--- config.mk ---
export PLATFORM = sky130hd
export DESIGN_NAME = pipe_hazard_ctrl_flat
export DESIGN_NICKNAME = d
export VERILOG_FILES = /design/src/rtl/pipe_hazard_ctrl_if.sv /design/src/rtl/pipe_hazard_ctrl.sv /design/src/flat_wrapper.sv
export SDC_FILE = /design/constraint.sdc
export NUM_CORES = 1
export LEC_CHECK = 0
export BUFFER_PORTS_ARGS = -buffer_cell sky130_fd_sc_hd__buf_4
export CAP_MARGIN = 30
export CORE_ASPECT_RATIO = 0.7
export CORE_UTILIZATION = 38
export DETAILED_ROUTE_END_ITERATION = 6
export PLACE_DENSITY = 0.69
export SKIP_LAST_GASP = 1
export SLEW_MARGIN = 20
export SYNTH_ARGS = -nofsm -noshare
export SYNTH_HDL_FRONTEND = slang
export SYNTH_SLANG_ARGS = --single-unit
--- constraint.sdc ---
create_clock -name clk -period 2.6 [get_ports clk]
set_input_delay 0 -clock clk [delete_from_list [all_inputs] [get_ports clk]]
set_output_delay 0 -clock clk [all_outputs]
set_load 0.02 [all_outputs]
--- src/rtl/pipe_hazard_ctrl_if.sv ---
// Pipeline hazard-control bundle: ID/EX hazard inputs, redirect request,
// and the stall/flush controls returned to the pipeline registers.
interface pipe_hazard_ctrl_if #(
  parameter int REG_WIDTH = 4,
  parameter int CNT_WIDTH = 16
);
  logic [REG_WIDTH-1:0] idSr1;
  logic [REG_WIDTH-1:0] idSr2;
  logic                 idUsesSr1;
  logic                 idUsesSr2;
  logic [REG_WIDTH-1:0] exDr;
  logic                 exMemtoReg;
  logic                 exRegWrite;
  logic                 exMulStart;
  logic                 redirect;
  logic                 pcWrite;
  logic                 ifIdWrite;
  logic                 idExBubble;
  logic                 ifIdFlush;
  logic                 idExFlush;
  logic                 exHold;
  logic [1:0]           state;
  logic [CNT_WIDTH-1:0] stallCount;

  // Pipeline side: supplies hazard information, consumes the controls.
  modport master (
    output idSr1, idSr2, idUsesSr1, idUsesSr2, exDr, exMemtoReg, exRegWrite,
           exMulStart, redirect,
    input  pcWrite, ifIdWrite, idExBubble, ifIdFlush, idExFlush, exHold,
           state, stallCount
  );

  // Controller side.
  modport slave (
    input  idSr1, idSr2, idUsesSr1, idUsesSr2, exDr, exMemtoReg, exRegWrite,
           exMulStart, redirect,
    output pcWrite, ifIdWrite, idExBubble, ifIdFlush, idExFlush, exHold,
           state, stallCount
  );
endinterface

--- src/rtl/pipe_hazard_ctrl.sv ---
// Central stall/flush sequencer for the 5-stage pipeline: load-use stalls,
// multi-cycle EX holds and wrong-path squashing after a redirect.
module pipe_hazard_ctrl #(
  parameter int REG_WIDTH    = 4,
  parameter int MUL_CYCLES   = 4,
  parameter int FLUSH_CYCLES = 2,
  parameter int CNT_WIDTH    = 16
) (
  input logic clk,
  input logic rst,
  pipe_hazard_ctrl_if.slave hz
);

  localparam int MCW = (MUL_CYCLES > 1) ? $clog2(MUL_CYCLES) : 1;
  localparam int FCW = (FLUSH_CYCLES > 1) ? $clog2(FLUSH_CYCLES) : 1;
  localparam logic [MCW-1:0] MUL_RELOAD   = (MUL_CYCLES > 1) ? MCW'(MUL_CYCLES - 2) : '0;
  localparam logic [FCW-1:0] FLUSH_RELOAD = (FLUSH_CYCLES > 1) ? FCW'(FLUSH_CYCLES - 2) : '0;

  typedef enum logic [1:0] {
    RUN      = 2'd0,
    MUL_WAIT = 2'd1,
    REDIRECT = 2'd2
  } state_e;

  state_e               state_q, state_d;
  logic [MCW-1:0]       mulCnt_q, mulCnt_d;
  logic [FCW-1:0]       flushCnt_q, flushCnt_d;
  logic [CNT_WIDTH-1:0] stallCount_q;
  logic                 loadUse;
  logic                 pcWrite;

  // A load in EX whose destination feeds the ID instruction; r0 never hazards.
  assign loadUse = hz.exMemtoReg && hz.exRegWrite && (hz.exDr != '0) &&
                   ((hz.idUsesSr1 && (hz.idSr1 == hz.exDr)) ||
                    (hz.idUsesSr2 && (hz.idSr2 == hz.exDr)));

  // Next-state and control outputs; priority redirect > multi-cycle > load-use.
  always_comb begin
    state_d        = state_q;
    mulCnt_d       = mulCnt_q;
    flushCnt_d     = flushCnt_q;
    pcWrite        = 1'b1;
    hz.ifIdWrite   = 1'b1;
    hz.idExBubble  = 1'b0;
    hz.ifIdFlush   = 1'b0;
    hz.idExFlush   = 1'b0;
    hz.exHold      = 1'b0;
    if (rst) begin
      state_d      = RUN;
      mulCnt_d     = '0;
      flushCnt_d   = '0;
      pcWrite      = 1'b0;
      hz.ifIdWrite = 1'b0;
      hz.ifIdFlush = 1'b1;
      hz.idExFlush = 1'b1;
    end else if (hz.redirect) begin
      hz.ifIdFlush = 1'b1;
      hz.idExFlush = 1'b1;
      mulCnt_d     = '0;
      if (FLUSH_CYCLES > 1) begin
        state_d    = REDIRECT;
        flushCnt_d = FLUSH_RELOAD;
      end else begin
        state_d    = RUN;
      end
    end else begin
      case (state_q)
        RUN: begin
          if (hz.exMulStart && (MUL_CYCLES > 1)) begin
            hz.exHold    = 1'b1;
            pcWrite      = 1'b0;
            hz.ifIdWrite = 1'b0;
            state_d      = MUL_WAIT;
            mulCnt_d     = MUL_RELOAD;
          end else if (loadUse) begin
            pcWrite       = 1'b0;
            hz.ifIdWrite  = 1'b0;
            hz.idExBubble = 1'b1;
          end
        end
        MUL_WAIT: begin
          if (mulCnt_q == '0) begin
            state_d = RUN;
          end else begin
            hz.exHold    = 1'b1;
            pcWrite      = 1'b0;
            hz.ifIdWrite = 1'b0;
            mulCnt_d     = mulCnt_q - 1'b1;
          end
        end
        REDIRECT: begin
          hz.ifIdFlush = 1'b1;
          hz.idExFlush = 1'b1;
          if (flushCnt_q == '0) begin
            state_d = RUN;
          end else begin
            flushCnt_d = flushCnt_q - 1'b1;
          end
        end
        default: state_d = RUN;
      endcase
    end
  end

  // State and sequencing counters.
  always_ff @(posedge clk) begin
    if (rst) begin
      state_q    <= RUN;
      mulCnt_q   <= '0;
      flushCnt_q <= '0;
    end else begin
      state_q    <= state_d;
      mulCnt_q   <= mulCnt_d;
      flushCnt_q <= flushCnt_d;
    end
  end

  // Saturating count of cycles in which the PC was held.
  always_ff @(posedge clk) begin
    if (rst) begin
      stallCount_q <= '0;
    end else if (!pcWrite && (stallCount_q != '1)) begin
      stallCount_q <= stallCount_q + 1'b1;
    end
  end

  assign hz.pcWrite    = pcWrite;
  assign hz.state      = state_q;
  assign hz.stallCount = stallCount_q;

endmodule

--- src/flat_wrapper.sv ---
// flat-port wrapper written by rule: the top's interface ports become plain ports
module pipe_hazard_ctrl_flat 
#(
  parameter int REG_WIDTH    = 4,
  parameter int MUL_CYCLES   = 4,
  parameter int FLUSH_CYCLES = 2,
  parameter int CNT_WIDTH    = 16
)
  (clk, rst, hz_idSr1, hz_idSr2, hz_idUsesSr1, hz_idUsesSr2, hz_exDr, hz_exMemtoReg, hz_exRegWrite, hz_exMulStart, hz_redirect, hz_pcWrite, hz_ifIdWrite, hz_idExBubble, hz_ifIdFlush, hz_idExFlush, hz_exHold, hz_state, hz_stallCount);
  pipe_hazard_ctrl_if #(.REG_WIDTH(REG_WIDTH), .CNT_WIDTH(CNT_WIDTH)) hz_i ();
  input logic clk;
  input logic rst;
  input wire logic [$bits(hz_i.idSr1)-1:0] hz_idSr1;
  input wire logic [$bits(hz_i.idSr2)-1:0] hz_idSr2;
  input wire logic [$bits(hz_i.idUsesSr1)-1:0] hz_idUsesSr1;
  input wire logic [$bits(hz_i.idUsesSr2)-1:0] hz_idUsesSr2;
  input wire logic [$bits(hz_i.exDr)-1:0] hz_exDr;
  input wire logic [$bits(hz_i.exMemtoReg)-1:0] hz_exMemtoReg;
  input wire logic [$bits(hz_i.exRegWrite)-1:0] hz_exRegWrite;
  input wire logic [$bits(hz_i.exMulStart)-1:0] hz_exMulStart;
  input wire logic [$bits(hz_i.redirect)-1:0] hz_redirect;
  output wire logic [$bits(hz_i.pcWrite)-1:0] hz_pcWrite;
  output wire logic [$bits(hz_i.ifIdWrite)-1:0] hz_ifIdWrite;
  output wire logic [$bits(hz_i.idExBubble)-1:0] hz_idExBubble;
  output wire logic [$bits(hz_i.ifIdFlush)-1:0] hz_ifIdFlush;
  output wire logic [$bits(hz_i.idExFlush)-1:0] hz_idExFlush;
  output wire logic [$bits(hz_i.exHold)-1:0] hz_exHold;
  output wire logic [$bits(hz_i.state)-1:0] hz_state;
  output wire logic [$bits(hz_i.stallCount)-1:0] hz_stallCount;
  assign hz_i.idSr1 = hz_idSr1;
  assign hz_i.idSr2 = hz_idSr2;
  assign hz_i.idUsesSr1 = hz_idUsesSr1;
  assign hz_i.idUsesSr2 = hz_idUsesSr2;
  assign hz_i.exDr = hz_exDr;
  assign hz_i.exMemtoReg = hz_exMemtoReg;
  assign hz_i.exRegWrite = hz_exRegWrite;
  assign hz_i.exMulStart = hz_exMulStart;
  assign hz_i.redirect = hz_redirect;
  assign hz_pcWrite = hz_i.pcWrite;
  assign hz_ifIdWrite = hz_i.ifIdWrite;
  assign hz_idExBubble = hz_i.idExBubble;
  assign hz_ifIdFlush = hz_i.ifIdFlush;
  assign hz_idExFlush = hz_i.idExFlush;
  assign hz_exHold = hz_i.exHold;
  assign hz_state = hz_i.state;
  assign hz_stallCount = hz_i.stallCount;
  pipe_hazard_ctrl #(.REG_WIDTH(REG_WIDTH), .MUL_CYCLES(MUL_CYCLES), .FLUSH_CYCLES(FLUSH_CYCLES), .CNT_WIDTH(CNT_WIDTH)) u_core (.clk(clk), .rst(rst), .hz(hz_i));
endmodule
==> flow_summary.ini, run 1 <==
[yosys]
synth_area_per_cell_um2 = 8.125
ys_seq_area_share_pct = 32.42
synth_warnings = 0
ys_dominant_reg_cell = dfxtp_1
ys_types = 34
synth_cells = 152
syn-cell-area_um2 = 1235
ys_ff_latch = 20
synth_edf_count = 0
postSynth.asyncResetShare_pct = 0
syn_nets = 174

[timing]
period_share_pct = 83.80
timing.final.ws_setup_ps = 421.2
fin_hold_ws_ps = 92.18
layout_min_cycle_time_ps = 2179
finalHoldViolCount = 0
finalSetupViolations = 0
fin_tns_setup_ps = 0
clock_skew_ps = 2.491
report.final.slew_viol_count = 0
worst_slew_pin_slew_ps = 341.3
slew_headroom_pct = 77.12
rsz0062_at_grt = no
fmax_ghz = 0.4590

[clock_tree]
clkTransAtPathRegs_ps = 70
cts_buffers = 3
cts.root.buffer_cell = clkbuf_8
clock_latency_ps = 260
h-tree-depth = 1
cts_resized = 0
cts_buffer_depth = 2
cts.sinks = 20
cts_tree = built

[setup_path]
r2r_setup_slack_ps = 420
cp-start-kind = flop
cp_cell_sequence = inv_1 -> ha_1 -> a211oi_4 -> and4_1 -> nand3_1 -> nor4_4 -> mux2_1
critical_path.top_delay_family = simple AND/OR/NAND/NOR gates
crit_end = u_core.hz.stallCount[13]$_SDFFE_PP0P_
critPathMaxStageDelay_ps = 410
cp.required_ps = 2750
crit_type = flop to flop
crit_start = u_core.mulCnt_q[0]$_SDFFE_PP0P_
worstReg2RegEnd = u_core.hz.stallCount[13]$_SDFFE_PP0P_
crit_cells = 7
r2r-start = u_core.mulCnt_q[0]$_SDFFE_PP0P_
crit_buf_inv = 1
cp.arrival_ps = 2330
cp_slowest_cell = and4_1
crit_fanout = 7
reg2reg_depth = 7
critPathCaptureType = flop

[routing]
wl_met3_um = 118
drt-met1-wl_mm = 1.438
num_vias = 1253
drtIter0Drc = 45
drt-vias-per-instance = 5.544
drt-wirelength-per-cell_um = 13.58
postRouteAntennaNets = 0
drtPass1Iterations = 4
routed_wl_mm = 3.068
dr_wl_met2_mm = 1.467
drcViolationCount = 0
highest_layer = met4

[finish]
final_cells = 226
nets = 213
final_design_area_no_fill_um2 = 1603
diodes = 0
layout-drive-gt1-share_pct = 27.89
final_util_pct = 54.46
area_growth_pct = 29.79

[power_and_ir_drop]
p_total_mw = 0.6532
powerDensity_nw_per_um2 = 407.5
ir_drop_mv = 0.2403
p_leak_nw = 0.6230

[min_path]
hold-path-cell-count = 2
worstHoldPathType = input port to flop

[outcome]
outcome = finished clean

[flow_run]
drv_cap = 0

[floorplanning]
start_util_pct = 41.96
dieArea_um2 = 3485
rows = 16
die_height_um = 49.70
die_x_um = 70.14
io_pins = 44
core_um2 = 2943

[place]
dpl_cell_area_um2 = 1538
place_ws_ps = 455.3
dp_hpwl_mm = 2.314
io_buffers = 43
dp.cells = 221
globalplace.congestion = 0.7496

[global_route]
grt_usage_pct = 18.43
grt_max_degree = 33
overflow = 0
antenna_found_initial = 0
grt_pass1_wl_mm = 5.202
grt_pass1_vias = 1205
## area by class of cell
class	instances	area [um^2]
fill	259	1340
multi-input combinational	116	747.0
sequential	20	400.4
timing repair buffer	44	332.8
clock buffer	4	55.05
tap	36	45.04
inverter	6	22.52
## power by group
part           switching [mW]  leakage, nW  internal, mW
combinational          0.0537        0.433        0.0468
clock                   0.102       0.0288         0.135
sequential            0.00578        0.162         0.310
## registers in the layout, indices dropped and copies added (netlist names)
register / flops
u_core.hz.stallCount: 16
u_core.hz.state: 2
u_core.mulCnt_q: 2
## logic make-up after synthesis
| family | Yosys count | share of synthesized area, % |
|---|---|---|
| xor gates and xnor gates | 8 | 5.674 |
| and+or+nand+nor | 66 | 33.23 |
| DFF | 20 | 32.42 |
| buffers and inverters | 16 | 7.092 |
| muxes | 2 | 1.722 |
| adders and majority gates | 2 | 2.026 |
| AOI/OAI and AO/OA | 38 | 17.83 |
## synth_stat cells (3+ instances only)
master   instances  area, um^2
o31ai_1          3       22.52
inv_1            6       22.52
xor2_1           6       52.55
nor2b_1          3       18.77
nand4_1         10       62.56
nand2_1          8       30.03
or3_1           12       75.07
dfxtp_1         20       400.4
nor2_1           6       22.52
and3_1           3       18.77
buf_2            4       20.02
a21oi_1         15       75.07
nand3_1          6       30.03
o21ai_0         17       85.08
and4_1           4       35.03
nor4_1           3       18.77
## how the worst min path moves through the flow
stage | from | endpoint | slack, ps
5_1_grt | rst | u_core.hz.stallCount[4]$_SDFFE_PP0P_ | 100
6_report | rst | u_core.hz.stallCount[8]$_SDFFE_PP0P_ | 90
2_1_floorplan | hz_redirect | u_core.hz.state[0]$_SDFFE_PP0P_ | 80
3_3_place_gp | hz_redirect | u_core.hz.state[0]$_SDFFE_PP0P_ | 240
3_5_place_dp | hz_redirect | u_core.hz.state[0]$_SDFFE_PP0P_ | 240
4_1_cts | rst | u_core.hz.stallCount[9]$_SDFFE_PP0P_ | 90
## cells in the final DEF (no fill, tap or decap), drive strengths merged
cell type    count
nor2             6
dfxtp           20
ha               2
or2              1
a21boi           1
inv              6
xnor2            2
mux2             1
clkbuf           4
dlygate4sd3      1
a211oi           1
nor3             4
or4              2
and3             4
xor2             6
nand2            8
mux2i            1
and2             1
o31ai            3
nor2b            3
nor4             4
o311a            1
or3b             1
o21ai           17
buf             43
a21oi           15
nand3            6
and4             4
or3             12
nand4           10
## metal layers
layer / track usage (%) / up-vias
met1: 22.79 / 592
met4: 6.333 / 0
met2: 31.41 / 22
met3: 4.499 / 6
li1: - / 633
met5: 0 / -
## worst register-to-register path: cells and delay by family, from the launching register on
kind	cells	cell delay, ps
adder cells (fa/ha/maj)	1	260
flip-flops	1	350
multiplexers	1	350
buffers and inverters	1	60
AND/OR/NAND/NOR	3	720
AO/OA/AOI/OAI	1	330
## repair_timing
item | 4_1_cts | 5_1_grt
buffers inserted | 0 | 0
endpoints found under the hold margin | 1 | 0
hold buffers | 1 | 0
(Power assumes the default switching activity.)
==> run 2: changes to the inputs <==
Settings changed: ABC_AREA from default to 1, PLACE_DENSITY 0.69 to 0.7.
Clock period 2.6 ns to 1.9 ns, I/O delays scaled along.
==> flow_summary.ini, run 2 <==
[setup_path]
crit_end = u_core.hz.stallCount[8]$_SDFFE_PP0P_
cp.arrival_ps = 1940
cp-start-kind = flop
critPathCaptureType = flop
reg2reg_depth = 7
crit_type = flop to flop
critical_path.top_delay_family = simple AND/OR/NAND/NOR gates
cp_cell_sequence = ha_1 -> nand4_2 -> nor4_4 -> nand4_4 -> nand2_4 -> nand2_1 -> a21oi_1
crit_cells = 7
r2r_setup_slack_ps = 160
critPathMaxStageDelay_ps = 350
crit_fanout = 14
r2r-start = u_core.hz.stallCount[1]$_SDFFE_PP0P_
worstReg2RegEnd = u_core.hz.stallCount[8]$_SDFFE_PP0P_
cp.required_ps = 2100
cp_slowest_cell = dfxtp_1
crit_buf_inv = 0
crit_start = u_core.hz.stallCount[1]$_SDFFE_PP0P_

[timing]
fmax_ghz = 0.5744
worst_slew_pin_slew_ps = 294.5
layout_min_cycle_time_ps = 1741
slew_headroom_pct = 80.34
period_share_pct = 91.64
finalHoldViolCount = 0
clock_skew_ps = 6.512
finalSetupViolations = 0
report.final.slew_viol_count = 0
fin_tns_setup_ps = 0
rsz0062_at_grt = no

[min_path]
hold-path-cell-count = 2
worstHoldPathType = input port to flop
min_from = rst

[routing]
drt-vias-per-instance = 4.619
drtPass1Iterations = 4
postRouteAntennaNets = 0
routed_wl_mm = 3.417
highest_layer = met4
drtIter0Drc = 58
drcViolationCount = 0
drt-met1-wl_mm = 1.852
drt-wirelength-per-cell_um = 10.85
num_vias = 1455
dr_wl_met2_mm = 1.352
wl_met3_um = 180

[finish]
fillers = 341
area_growth_pct = 41.51
layout-drive-gt1-share_pct = 26.87
largest_reg_flops = 16
final_common_cell = buf_4
diodes = 0
multi_input_area_um2 = 799.5
mostFrequentLayoutCells = 59 x buf_4, 50 x nand2_1, 30 x inv_1
nets = 291
regArea_um2 = 400.4

[clock_tree]
cts_buffer_depth = 2
cts_tree = built
cts.root.buffer_cell = clkbuf_8
cts.sinks = 20
cts_buffers = 3
clkTransAtPathRegs_ps = 80
clock_latency_ps = 270
h-tree-depth = 1

[floorplanning]
core_um2 = 3276
dieArea_um2 = 3816
die_x_um = 73.41
start_util_pct = 41.41
io_pins = 44
rows = 17
die_height_um = 51.99

[place]
dp_hpwl_mm = 2.604
io_buffers = 43
globalplace.congestion = 0.8477

[global_route]
grt_pass1_vias = 1254
overflow = 0
grt_pass1_wl_mm = 5.616
grt_max_degree = 18
antenna_found_initial = 0
grt_usage_pct = 19.19

[yosys]
ys_ff_latch = 20
synth_cells = 211
synthTopCellsByArea = dfxtp_1 30%, nand2_1 14%, nand3_1 9.6%, inv_1 8.3%, nor2_1 7.2%
yosysTopAreaCell = dfxtp_1
yosysMostFrequentCell = nand2_1
syn-cell-area_um2 = 1356
ys_seq_area_share_pct = 29.52
postSynth.asyncResetShare_pct = 0
ys_types = 23
synth_area_per_cell_um2 = 6.428
synth_edf_count = 0
syn_nets = 233
synth_common_cells = 50 x nand2_1, 30 x inv_1, 26 x nand3_1, 26 x nor2_1, 20 x dfxtp_1
synth_warnings = 0
ys_dominant_reg_cell = dfxtp_1
synth_top_area_share_pct = 29.52

[power_and_ir_drop]
powerDensity_nw_per_um2 = 555.5
p_leak_nw = 0.9487
ir_drop_mv = 0.3223
swShare_pct = 24.83
p_comb_share_pct = 18.5
p_total_mw = 1.066
p_seq_share_pct = 40.8
p_switching_mw = 0.2647
pwr-share-clk_pct = 40.7
p_int_mw = 0.8015

[flow_run]
drv_cap = 0

[outcome]
outcome = finished clean
==> run 2: cell types whose count changed after synthesis, moves of 3 or more <==
cell	previous run	this run
nand2_1	8	50
inv_1	6	30
nor2_1	6	26
xnor2_1	2	8
nor2b_1	3	0
or3_1	12	0
o21ai_0	17	3
nand4_1	10	2
nand3_1	6	26
nor4_1	3	0
and3_1	3	0
o31ai_1	3	0
and4_1	4	0
==> run 2: per-layer routing <==
layer  global-route usage [%]  vias to the layer above
met5                        0                        -
met4                    4.808                        0
met3                    4.651                        5
met2                    28.55                       37
met1                    27.59                      634
li1                         -                      779
==> run 2: layout make-up <==
type                            instances  share of cell area [%]
Clock inverter                          1                   1.565
Timing Repair Buffer                   61                   24.64
Tap cell                               47                   3.064
Multi-Input combinational cell        152                   41.66
Inverter                               31                   6.063
Clock buffer                            3                   2.151
Sequential cell                        20                   20.86
==> run 2: kinds of logic after synthesis <==
group,after synthesis,share of synthesized area [%]
xor+xnor,15,9.687
simple gates,113,38.47
buf+inv,39,12.18
compound gates,22,8.302
flops,20,29.52
fa+ha+maj,2,1.845
==> run 2: how the worst min path moves through the flow <==
| stage | endpoint | slack (ps) |
|---|---|---|
| floorplan | u_core.hz.state[1]$_SDFFE_PP0P_ | 110 |
| global placement | u_core.hz.state[1]$_SDFFE_PP0P_ | 230 |
| detailed placement | u_core.hz.state[1]$_SDFFE_PP0P_ | 230 |
| CTS | u_core.hz.stallCount[1]$_SDFFE_PP0P_ | 30 |
| global route | u_core.hz.stallCount[1]$_SDFFE_PP0P_ | 50 |
| finish | u_core.hz.stallCount[1]$_SDFFE_PP0P_ | 40 |
==> run 2: per-stage QoR <==
step,util [%],hold slack (ps),setup WS [ps],cells,instance area [um^2]
after CTS,57.87,29.83,4.958,313,1896
after floorplan,-,107.0,42.77,211,1356
after global routing,58.59,51.55,11.32,315,1919
final,58.59,38.59,158.9,315,1919
after detailed placement,55.39,232.0,177.8,308,1814
after global placement,55.39,231.6,230.3,308,1814
==> run 2: power groups by stage <==
stage	sequential (mW)	combinational, mW	clock (mW)
3_3_place_gp	0.445	0.186	0
2_1_floorplan	0.456	0.0934	0
4_1_cts	0.435	0.189	0.451
6_report	0.435	0.198	0.433
5_1_grt	0.436	0.219	0.464
3_5_place_dp	0.445	0.186	0
==> run 2: timing repair <==
item / in CTS / in global routing
setup endpoints to repair: 0 / 17
hold buffers: 1 / 0
setup buffers: 0 / 2
hold endpoints to repair: 1 / 0
gates resized for setup: 0 / 2
